**config.mk**
```make
export PLATFORM = sky130hd
export DESIGN_NAME = reg_flag_wb
export DESIGN_NICKNAME = d
export VERILOG_FILES = /design/src/rtl/reg_flag_wb_pkg.sv /design/src/rtl/reg_flag_wb_flags.sv /design/src/rtl/reg_flag_wb.sv
export SDC_FILE = /design/constraint.sdc
export NUM_CORES = 1
export LEC_CHECK = 0
export ABC_AREA = 0
export CAP_MARGIN = 0
export CORE_MARGIN = 10
export CORE_UTILIZATION = 40
export CTS_CLUSTER_SIZE = 14
export DETAILED_ROUTE_END_ITERATION = 16
export MAX_ROUTING_LAYER = met4
export PLACE_DENSITY_LB_ADDON = 0.15
export SETUP_SLACK_MARGIN = 0.5
export SKIP_LAST_GASP = 1
export SLEW_MARGIN = 30
export SYNTH_ARGS = -nofsm -noshare
export SYNTH_HDL_FRONTEND = slang
export SYNTH_SLANG_ARGS = --single-unit
```
**constraint.sdc**
```tcl
create_clock -name clk_i -period 27.3 [get_ports clk_i]
set_clock_uncertainty 0.2 [all_clocks]
set_input_delay 6.825 -clock clk_i [delete_from_list [all_inputs] [get_ports clk_i]]
set_output_delay 6.825 -clock clk_i [all_outputs]
set_load 0.01 [all_outputs]
```
**src/rtl/reg_flag_wb_pkg.sv**
```systemverilog
// Shared types and constants for the reg_flag_wb writeback stage.
package reg_flag_wb_pkg;

    localparam int DW_DEF = 16;
    localparam int AW_DEF = 4;

    typedef struct packed {
        logic [DW_DEF-1:0] data;
        logic [AW_DEF-1:0] adr;
        logic              ena;
    } signal_alu_wr_reg;

    typedef struct packed {
        logic bolshe;
        logic menshe;
        logic ravno;
        logic ena;
        logic rav_adr;
        logic ena_ra;
    } signal_flag_wr_alu;

    typedef struct packed {
        logic bolshe;
        logic menshe;
        logic ravno;
        logic rav_adr;
    } signal_flag_alu;

    function automatic logic is_one_hot3(input logic [2:0] v);
        return (v == 3'b001) || (v == 3'b010) || (v == 3'b100);
    endfunction

endpackage

```
**src/rtl/reg_flag_wb_flags.sv**
```systemverilog
// Architectural flag register: clear/load priority and sticky non-one-hot error.
module reg_flag_wb_flags
    import reg_flag_wb_pkg::*;
(
    input  logic              clk_i,
    input  logic              rst_i,
    input  signal_flag_wr_alu flag_wr,
    input  logic              flag_clr,
    output signal_flag_alu    flags,
    output logic              flag_err
);

    // NOTE: sequential state uses non-blocking assignments so every register samples pre-edge values.
    always_ff @(posedge clk_i or posedge rst_i) begin
        if (rst_i) begin
            flags    <= '0;
            flag_err <= 1'b0;
        end else if (flag_clr) begin
            flags <= '0;
        end else begin
            if (flag_wr.ena) begin
                flags.bolshe <= flag_wr.bolshe;
                flags.menshe <= flag_wr.menshe;
                flags.ravno  <= flag_wr.ravno;
                if (!is_one_hot3({flag_wr.bolshe, flag_wr.menshe, flag_wr.ravno}))
                    flag_err <= 1'b1;
            end
            // rav_adr loads independently, so both enables may act in one cycle
            if (flag_wr.ena_ra)
                flags.rav_adr <= flag_wr.rav_adr;
        end
    end

endmodule

```
**src/rtl/reg_flag_wb.sv**
```systemverilog
// Writeback stage: register file with one pending-write buffer and bypass, plus flags.
// Optional macro FWD_EN adds same-cycle bypass from the ALU write inputs to the read ports.
module reg_flag_wb
    import reg_flag_wb_pkg::*;
#(
    parameter int DW    = DW_DEF,
    parameter int AW    = AW_DEF,
    parameter int CNT_W = 16
) (
    input  logic             clk_i,
    input  logic             rst_i,
    input  logic             wr_ena_i,
    input  logic [AW-1:0]    wr_adr_i,
    input  logic [DW-1:0]    wr_data_i,
    input  logic             flag_ena_i,
    input  logic             bolshe_i,
    input  logic             menshe_i,
    input  logic             ravno_i,
    input  logic             ena_ra_i,
    input  logic             rav_adr_i,
    input  logic             flag_clr_i,
    input  logic [AW-1:0]    rd_adr_a_i,
    input  logic [AW-1:0]    rd_adr_b_i,
    output logic [DW-1:0]    rd_data_a_o,
    output logic [DW-1:0]    rd_data_b_o,
    output logic             bolshe_o,
    output logic             menshe_o,
    output logic             ravno_o,
    output logic             rav_adr_o,
    output logic             flag_err_o,
    output logic [CNT_W-1:0] wr_cnt_o
);

    localparam int DEPTH = 2 ** AW;

`ifdef FWD_EN
    localparam bit FWD = 1'b1;
`else
    localparam bit FWD = 1'b0;
`endif

    logic [DW-1:0]    mem [DEPTH];
    logic             pend_vld;
    logic [AW-1:0]    pend_adr;
    logic [DW-1:0]    pend_data;
    logic [CNT_W-1:0] wr_cnt;

    // NOTE: the file is cleared by reset because every entry must read 0 afterwards; this forbids RAM macro mapping.
    always_ff @(posedge clk_i or posedge rst_i) begin
        if (rst_i) begin
            for (int i = 0; i < DEPTH; i++)
                mem[i] <= '0;
            pend_vld  <= 1'b0;
            pend_adr  <= '0;
            pend_data <= '0;
            wr_cnt    <= '0;
        end else begin
            pend_vld <= wr_ena_i;
            if (wr_ena_i) begin
                pend_adr  <= wr_adr_i;
                pend_data <= wr_data_i;
            end
            if (pend_vld) begin
                mem[pend_adr] <= pend_data;
                wr_cnt        <= wr_cnt + 1'b1;
            end
        end
    end

    // NOTE: each output gets a default before the overrides, so no latch is inferred.
    always_comb begin
        rd_data_a_o = mem[rd_adr_a_i];
        rd_data_b_o = mem[rd_adr_b_i];
        if (pend_vld && pend_adr == rd_adr_a_i) rd_data_a_o = pend_data;
        if (pend_vld && pend_adr == rd_adr_b_i) rd_data_b_o = pend_data;
        if (FWD && wr_ena_i && wr_adr_i == rd_adr_a_i) rd_data_a_o = wr_data_i;
        if (FWD && wr_ena_i && wr_adr_i == rd_adr_b_i) rd_data_b_o = wr_data_i;
    end

    signal_flag_wr_alu flag_wr;
    signal_flag_alu    flags;

    assign flag_wr = '{bolshe: bolshe_i, menshe: menshe_i, ravno: ravno_i,
                       ena: flag_ena_i, rav_adr: rav_adr_i, ena_ra: ena_ra_i};

    reg_flag_wb_flags u_flags (
        .clk_i    (clk_i),
        .rst_i    (rst_i),
        .flag_wr  (flag_wr),
        .flag_clr (flag_clr_i),
        .flags    (flags),
        .flag_err (flag_err_o)
    );

    assign bolshe_o  = flags.bolshe;
    assign menshe_o  = flags.menshe;
    assign ravno_o   = flags.ravno;
    assign rav_adr_o = flags.rav_adr;
    assign wr_cnt_o  = wr_cnt;

endmodule

```
### Word-level counts from Yosys, hierarchy flattened

Cells that the tools add are included.

| word-level totals | value |
|---|---|
| output and inout port bits | 53 |
| register bits | 298 |
| input port bits | 38 |
| word-level logic and storage cells | 62 |

| cells by class | value |
|---|---|
| bitwise operators | 5 |
| add/sub/neg operators | 1 |
| reductions and logical operators | 8 |
| $lt $le $gt $ge | 4 |
| muxes and demuxes | 14 |
| equality and inequality tests | 5 |

Operators by type and width:

| operator | number |
|---|---|
| bitwise mux 256 bit | 1 |
| binary-select mux 16 bit (select 4 bit) | 2 |
| 2-to-1 mux 16 bit | 7 |
| demux 16 bit (select 4 bit) | 1 |
| adder 16 x 1 -> 16 bit (second input constant) | 1 |
| >= comparator 5 bit (second input constant) | 3 |
| inverter 4 -> 5 bit | 3 |
| == test 4 bit | 2 |
| less-than comparator 5 x 1 -> 1 bit (second input constant) | 1 |
| 2-to-1 mux 4 bit | 1 |
| nonzero test 2 bit | 2 |
| == test 3 x 1 -> 1 bit (second input constant) | 1 |
| == test 3 x 2 -> 1 bit (second input constant) | 1 |
| == test 3 bit (second input constant) | 1 |
| logical AND 1 bit | 3 |
| 2-to-1 mux 3 bit | 1 |
| AND reduction 3 bit | 1 |
| logical OR 1 bit | 2 |
| inverter 1 bit | 2 |
| 2-to-1 mux 1 bit | 1 |

### Longest topological paths before layout

| depth | value |
|---|---|
| depth in word-level cells | 6 |
| depth in mapped cells | 7 |
| mapped depth without buffers | 4 |

### Cells and area by module

Synthesis repeated with hierarchy kept, for this count alone.

| unflattened totals | value |
|---|---|
| cell total of the unflattened synthesis | 1027 |
| area, all modules | 15994.1 um^2 |

Modules (own cells, without submodules):

| module | area an instance (um^2) | times used | cells each | seq. area each (um^2) |
|---|---|---|---|---|
| reg_flag_wb | 15778.9 | 1 | 1008 | 7332.0 |
| reg_flag_wb_flags | 215.2 | 1 | 19 | 125.1 |

### Worst setup path before layout

OpenSTA, ideal clock, no wires.

| timing | value |
|---|---|
| path kind | input to output |
| from | input rd_adr_b_i[3] |
| to | output rd_data_b_o[10] |
| arrival time | 8.431 ns |
| required time | 20.275 ns |
| slack | 11.844 ns |
| path buffers | 3 |
| stages | 7 |
| cells stage by stage | buf_4 > buf_2 > buf_1 > mux4_2 > mux2i_1 > mux2i_1 > mux2_2 |

| between the ends | value |
|---|---|
| word-level cells in the longest chain between the ends | 5 |
| elaborated cells between the ends (all ways) | 7 |
| classes of those cells | eq/ne (1); mux (4); bitwise (1); reduce/logical (1) |

RTL lines:

| what | line | text |
|---|---|---|
| start: declaration | reg_flag_wb.sv:23 | `input logic [AW-1:0] rd_adr_b_i,` |
| inverter 4 -> 5 bit (implied by the code) | reg_flag_wb.sv:73 | `rd_data_b_o = mem[rd_adr_b_i];` |
| binary-select mux 16 bit (select 4 bit) | reg_flag_wb.sv:73 |  |
| 2-to-1 mux 16 bit (implied by the code) (2 in series) | reg_flag_wb.sv:73 |  |
| 2-to-1 mux 16 bit * | reg_flag_wb.sv:75 | `if (pend_vld && pend_adr == rd_adr_b_i) rd_data_b_o = pend_data;` |
| end: declaration | reg_flag_wb.sv:25 | `output logic [DW-1:0] rd_data_b_o,` |

Mark *: on every way between the ends. The rest lies on a longest branch, timed or not. The select of a mux whose other input is x is not followed.

### Worst setup path in the final report

| timing | value |
|---|---|
| from | input rd_adr_a_i[1] |
| to | output rd_data_a_o[5] |

| between the ends | value |
|---|---|
| word-level cells in the longest chain between the ends | 5 |
| elaborated cells between the ends (all ways) | 7 |
| classes of those cells | eq/ne (1); mux (4); bitwise (1); reduce/logical (1) |

RTL lines:

| what | line | text |
|---|---|---|
| start: declaration | reg_flag_wb.sv:22 | `input logic [AW-1:0] rd_adr_a_i,` |
| inverter 4 -> 5 bit (implied by the code) | reg_flag_wb.sv:72 | `rd_data_a_o = mem[rd_adr_a_i];` |
| binary-select mux 16 bit (select 4 bit) | reg_flag_wb.sv:72 |  |
| 2-to-1 mux 16 bit (implied by the code) (2 in series) | reg_flag_wb.sv:72 |  |
| 2-to-1 mux 16 bit * | reg_flag_wb.sv:74 | `if (pend_vld && pend_adr == rd_adr_a_i) rd_data_a_o = pend_data;` |
| end: declaration | reg_flag_wb.sv:24 | `output logic [DW-1:0] rd_data_a_o,` |

Marks and branches as above.

==> impl_results.html <==
<table>
<tr><th>Metric</th><th>Value</th></tr>
<tr><th colspan="2">STA</th></tr>
<tr><td>Accumulated negative setup slack</td><td>0 ns</td></tr>
<tr><td>Setup repair after global routing missed its margin</td><td>no</td></tr>
<tr><td>Final Critical Period</td><td>around 17 ns</td></tr>
<tr><td>Slew of the pin with the lowest slew margin</td><td>0.940 ns</td></tr>
<tr><td>Final period utilization</td><td>62.1%</td></tr>
<tr><td>Maximum clock frequency</td><td>a little under 60 MHz</td></tr>
<tr><td>Worst hold slack</td><td>between 0.2 and 0.3 ns</td></tr>
<tr><td>Pins Over Slew Limit</td><td>0</td></tr>
<tr><td>Final setup violation count</td><td>0</td></tr>
<tr><td>Hold violation total from the final report</td><td>0</td></tr>
<tr><td>Worst rel slew slack</td><td>37.3%</td></tr>
<tr><th colspan="2">Route</th></tr>
<tr><td>Total via count in the routed design</td><td>just over 9,000</td></tr>
<tr><td>Total iterations of the first detailed-routing run</td><td>4</td></tr>
<tr><td>Detailed-route wire length per cell</td><td>~26 um</td></tr>
<tr><td>Post-detailed-route DRC marker count</td><td>0</td></tr>
<tr><td>Drt initial violations</td><td>approximately 520</td></tr>
<tr><td>Post-detailed-route count of antenna-violating nets</td><td>0</td></tr>
<tr><td>Post-detailed-routing wire length</td><td>around 42,000 um</td></tr>
<tr><td>Post-DR vias/cell</td><td>roughly 5.6</td></tr>
<tr><th colspan="2">Floorplanning</th></tr>
<tr><td>Die span in y</td><td>approximately 220 um</td></tr>
<tr><td>Die extent in x</td><td>220 um</td></tr>
<tr><td>Std cell rows</td><td>73</td></tr>
<tr><td>Area inside the core boundary</td><td>0.0396 sq mm</td></tr>
<tr><td>Top-level port count</td><td>about 90</td></tr>
<tr><td>Area enclosed by the die boundary</td><td>between 0.04 and 0.05 sq mm</td></tr>
<tr><td>Starting Density</td><td>just over 40%</td></tr>
<tr><th colspan="2">Placed design</th></tr>
<tr><td>IO buf count</td><td>90</td></tr>
<tr><td>Final weighted congestion of routability-driven global placement</td><td>about 0.74</td></tr>
<tr><td>Half-perimeter wire length after detailed placement</td><td>around 24,000 um</td></tr>
<tr><th colspan="2">Cells and area</th></tr>
<tr><td># nets final</td><td>around 1,100</td></tr>
<tr><td>Share of layout cells above drive strength 1</td><td>48.7%</td></tr>
<tr><td>Area added between synthesis and finish</td><td>15.1%</td></tr>
<tr><td>Ant diodes</td><td>0</td></tr>
<tr><td>Leading cell type in the layout, fill and taps excluded</td><td>sky130_fd_sc_hd__dfrtp_1</td></tr>
<tr><td>Commonest cells after routing, fill and taps aside</td><td>298 x sky130_fd_sc_hd__dfrtp_1, 297 x sky130_fd_sc_hd__mux2_2, 128 x sky130_fd_sc_hd__mux4_2</td></tr>
<tr><th colspan="2">Clock network</th></tr>
<tr><td>CTS tree</td><td>built</td></tr>
<tr><td>Hold Buf Count CTS</td><td>0</td></tr>
<tr><td>Number of levels the H-tree was split into</td><td>2</td></tr>
<tr><td>Quantity of gates resized following cts</td><td>0</td></tr>
<tr><td>Clock root buffer</td><td>sky130_fd_sc_hd__clkbuf_16</td></tr>
<tr><td>Max Root-Sink Buffers</td><td>3</td></tr>
<tr><td>Clock transition at the registers of the reported paths</td><td>around 0.050 ns</td></tr>
<tr><td>Clock sink count</td><td>298</td></tr>
<tr><td>Clk_lat worst skew</td><td>between 0.5 and 0.6 ns</td></tr>
<tr><td>TritonCTS Buffers</td><td>37</td></tr>
<tr><td>Number of buffers inserted to repair setup after CTS</td><td>0</td></tr>
<tr><th colspan="2">Critical path</th></tr>
<tr><td>Master of the slowest instance on the critical path</td><td>sky130_fd_sc_hd__or4b_1</td></tr>
<tr><td>CP Data Arrival Time</td><td>between 9 and 10 ns</td></tr>
<tr><td>Reg2Reg Setup Slack</td><td>24.60 ns</td></tr>
<tr><td>WS Path Type</td><td>input pin to output port</td></tr>
<tr><td>Critical path capture point type</td><td>output port</td></tr>
<tr><td>Largest delay share family, worst path</td><td>buffers and inverters</td></tr>
<tr><td>Critical path, cell by cell</td><td>clkdlybuf4s50_1 &gt; buf_4 &gt; inv_4 &gt; a222oi_1 &gt; or4b_1 &gt; buf_4 &gt; mux2_4 &gt; clkdlybuf4s50_1</td></tr>
<tr><td>Startpoint types</td><td>input pin</td></tr>
<tr><td>Data required, critical path</td><td>20.27 ns</td></tr>
<tr><td>Critical path buffers and inverters</td><td>5</td></tr>
<tr><td>Worst stage delay on the critical path</td><td>0.70 ns</td></tr>
<tr><td>Worst reg2reg startpoint</td><td>pend_vld$_DFF_PP0_</td></tr>
<tr><td>Start point of the critical path</td><td>rd_adr_a_i[1]</td></tr>
<tr><td>Worst-path maximum fanout</td><td>17</td></tr>
<tr><th colspan="2">Synthesis</th></tr>
<tr><td>Fraction of the yosys area taken by sequential cells</td><td>46.5%</td></tr>
<tr><td>Largest cells by area after synthesis</td><td>sky130_fd_sc_hd__dfrtp_1 47%, sky130_fd_sc_hd__mux2_2 21%, sky130_fd_sc_hd__mux4_2 18%</td></tr>
<tr><td>Mapped Nets</td><td>roughly 1,100</td></tr>
<tr><td>Post-synth design cell area</td><td>approximately 0.016 sq mm</td></tr>
<tr><td>Dominant cell type by area after synthesis</td><td>sky130_fd_sc_hd__dfrtp_1</td></tr>
<tr><td>Post-synth cell types</td><td>37</td></tr>
<tr><td>Average footprint of a synthesized cell</td><td>between 15 and 20 sq um</td></tr>
<tr><td>Yosys warning total</td><td>0</td></tr>
<tr><td>Flops &amp; latches, synth</td><td>around 300</td></tr>
<tr><td>Portion of synthesized cell area occupied by the leading cell type</td><td>between 40% and 50%</td></tr>
<tr><td>Mapped Cells</td><td>roughly 1,000</td></tr>
<tr><th colspan="2">Outcome</th></tr>
<tr><td>Run status</td><td>finished clean</td></tr>
<tr><th colspan="2">Global route</th></tr>
<tr><td>Global Route Usage Sum</td><td>18.2%</td></tr>
<tr><td>Wire length of the first global-routing pass</td><td>between 60,000 and 70,000 um</td></tr>
<tr><td>Initial antenna violation count</td><td>0</td></tr>
<tr><td>Pin count of the biggest net entering global routing</td><td>a little over 80</td></tr>
<tr><td>Remaining global-route overflow</td><td>0</td></tr>
<tr><td>Vias in the first global route</td><td>just under 10,000</td></tr>
<tr><th colspan="2">Power and ir drop</th></tr>
<tr><td>Leakage</td><td>0.00781 uW</td></tr>
<tr><td>Pwr dens</td><td>~93 mW/mm^2</td></tr>
<tr><td>Peak supply drop</td><td>0.0392 mV</td></tr>
<tr><th colspan="2">Run</th></tr>
<tr><td>Max-cap viol count</td><td>0</td></tr>
<tr><th colspan="2">Worst hold path</th></tr>
<tr><td>Startpoint of the most critical hold path</td><td>wr_cnt_o[15]$_DFFE_PP0P_</td></tr>
<tr><td>Type of the most critical hold path</td><td>flop to flop</td></tr>
</table>
==> per-stage QoR <==
stage	util [%]	worst slack, ns	power (uW)	cells	instance area [sq um]
6_report	46.6	10.33	1710	1639	18500
3_3_place_gp	43.4	10.35	1220	1570	17200
4_1_cts	46.6	10.30	1740	1639	18500
2_1_floorplan	-	11.84	1080	1030	16000
3_5_place_dp	43.5	10.35	1230	1572	17200
5_1_grt	46.6	10.23	1810	1639	18500
==> logic make-up (layout without fill, tap and decap cells) <==
family / Yosys count / in the layout / share of synthesized area, %
multiplexers: 535 / 535 / 46.0
AND/OR/NAND/NOR: 57 / 57 / 1.83
adder cells (fa/ha/maj): 1 / 1 / 0.0780
XOR/XNOR: 21 / 21 / 1.15
flip-flops: 298 / 298 / 46.5
AO/OA/AOI/OAI: 8 / 8 / 0.312
buffers and inverters: 110 / 194 / 4.11
==> final cells by class <==
type / instances / area (sq um)
clock inverters: 10 / 104
multi-input cells: 622 / 7960
well taps: 525 / 657
inverters: 8 / 40.0
fillers: 3527 / 21200
clock buffers: 57 / 1120
flip-flops and latches: 298 / 7460
repair buffers: 119 / 1120
==> power by group <==
group / switching [uW] / internal [uW] / total, uW
clock network: 190 / 302 / 492
logic: 163 / 335 / 498
registers: 122 / 600 / 722
==> path summary, 6_finish.rpt <==
check | to | cells past startpoint
hold / removal | wr_cnt_o[15]$_DFFE_PP0P_ | 1
min in group asynchronous | wr_cnt_o[7]$_DFFE_PP0P_ | 2
max in group asynchronous | mem[40]$_DFFE_PP0P_ | 4
hold reg to reg | wr_cnt_o[15]$_DFFE_PP0P_ | 1
setup / recovery | rd_data_a_o[5] | 8
setup reg to reg | mem[30]$_DFFE_PP0P_ | 4
==> sequential cells by signal, summed over array words and instances (netlist names) <==
name / cells
u_flags.flags: 4
mem: 256
u_flags.flag_err: 1
wr_cnt_o: 16
pend_data: 16
pend_vld: 1
pend_adr: 4
==> layer usage <==
metal  vias up  GRT usage [%]  routed length, um
met5         -              -                  0
met4         0           4.75                816
met3        54           2.79               2040
met2       180           27.5              19400
met1      4933           25.4              19600
li1       4038              -                  -
==> Yosys cell counts <==
| library cell | n |
|---|---|
| sky130_fd_sc_hd__dfrtp_1 | 298 |
| sky130_fd_sc_hd__mux2_2 | 297 |
| sky130_fd_sc_hd__mux4_2 | 128 |
| sky130_fd_sc_hd__mux2i_1 | 100 |
| sky130_fd_sc_hd__buf_2 | 41 |
| sky130_fd_sc_hd__clkbuf_1 | 23 |
| sky130_fd_sc_hd__nor2_1 | 19 |
| sky130_fd_sc_hd__buf_6 | 12 |
| sky130_fd_sc_hd__xor2_1 | 12 |
| sky130_fd_sc_hd__clkbuf_4 | 10 |
| sky130_fd_sc_hd__mux2_4 | 10 |
| sky130_fd_sc_hd__buf_1 | 9 |
| sky130_fd_sc_hd__nand2_1 | 9 |
| sky130_fd_sc_hd__xnor2_1 | 9 |
| sky130_fd_sc_hd__inv_1 | 7 |
| sky130_fd_sc_hd__nand3_1 | 7 |
| sky130_fd_sc_hd__nand4_1 | 7 |
| sky130_fd_sc_hd__o21ai_0 | 5 |
| sky130_fd_sc_hd__nand2b_1 | 4 |
| sky130_fd_sc_hd__clkbuf_8 | 3 |
| sky130_fd_sc_hd__and3_1 | 2 |
| sky130_fd_sc_hd__and4_1 | 2 |
| sky130_fd_sc_hd__buf_4 | 2 |
| sky130_fd_sc_hd__a222oi_1 | 1 |
| sky130_fd_sc_hd__a31o_2 | 1 |
| sky130_fd_sc_hd__and2_1 | 1 |
| sky130_fd_sc_hd__buf_12 | 1 |
| sky130_fd_sc_hd__buf_8 | 1 |
| sky130_fd_sc_hd__ha_1 | 1 |
| sky130_fd_sc_hd__inv_4 | 1 |
| sky130_fd_sc_hd__nor2b_1 | 1 |
| sky130_fd_sc_hd__nor3_1 | 1 |
| sky130_fd_sc_hd__nor4_2 | 1 |
| sky130_fd_sc_hd__o22ai_1 | 1 |
| sky130_fd_sc_hd__or3_1 | 1 |
| sky130_fd_sc_hd__or4_1 | 1 |
| sky130_fd_sc_hd__or4b_1 | 1 |
(Power assumes the default switching activity.)
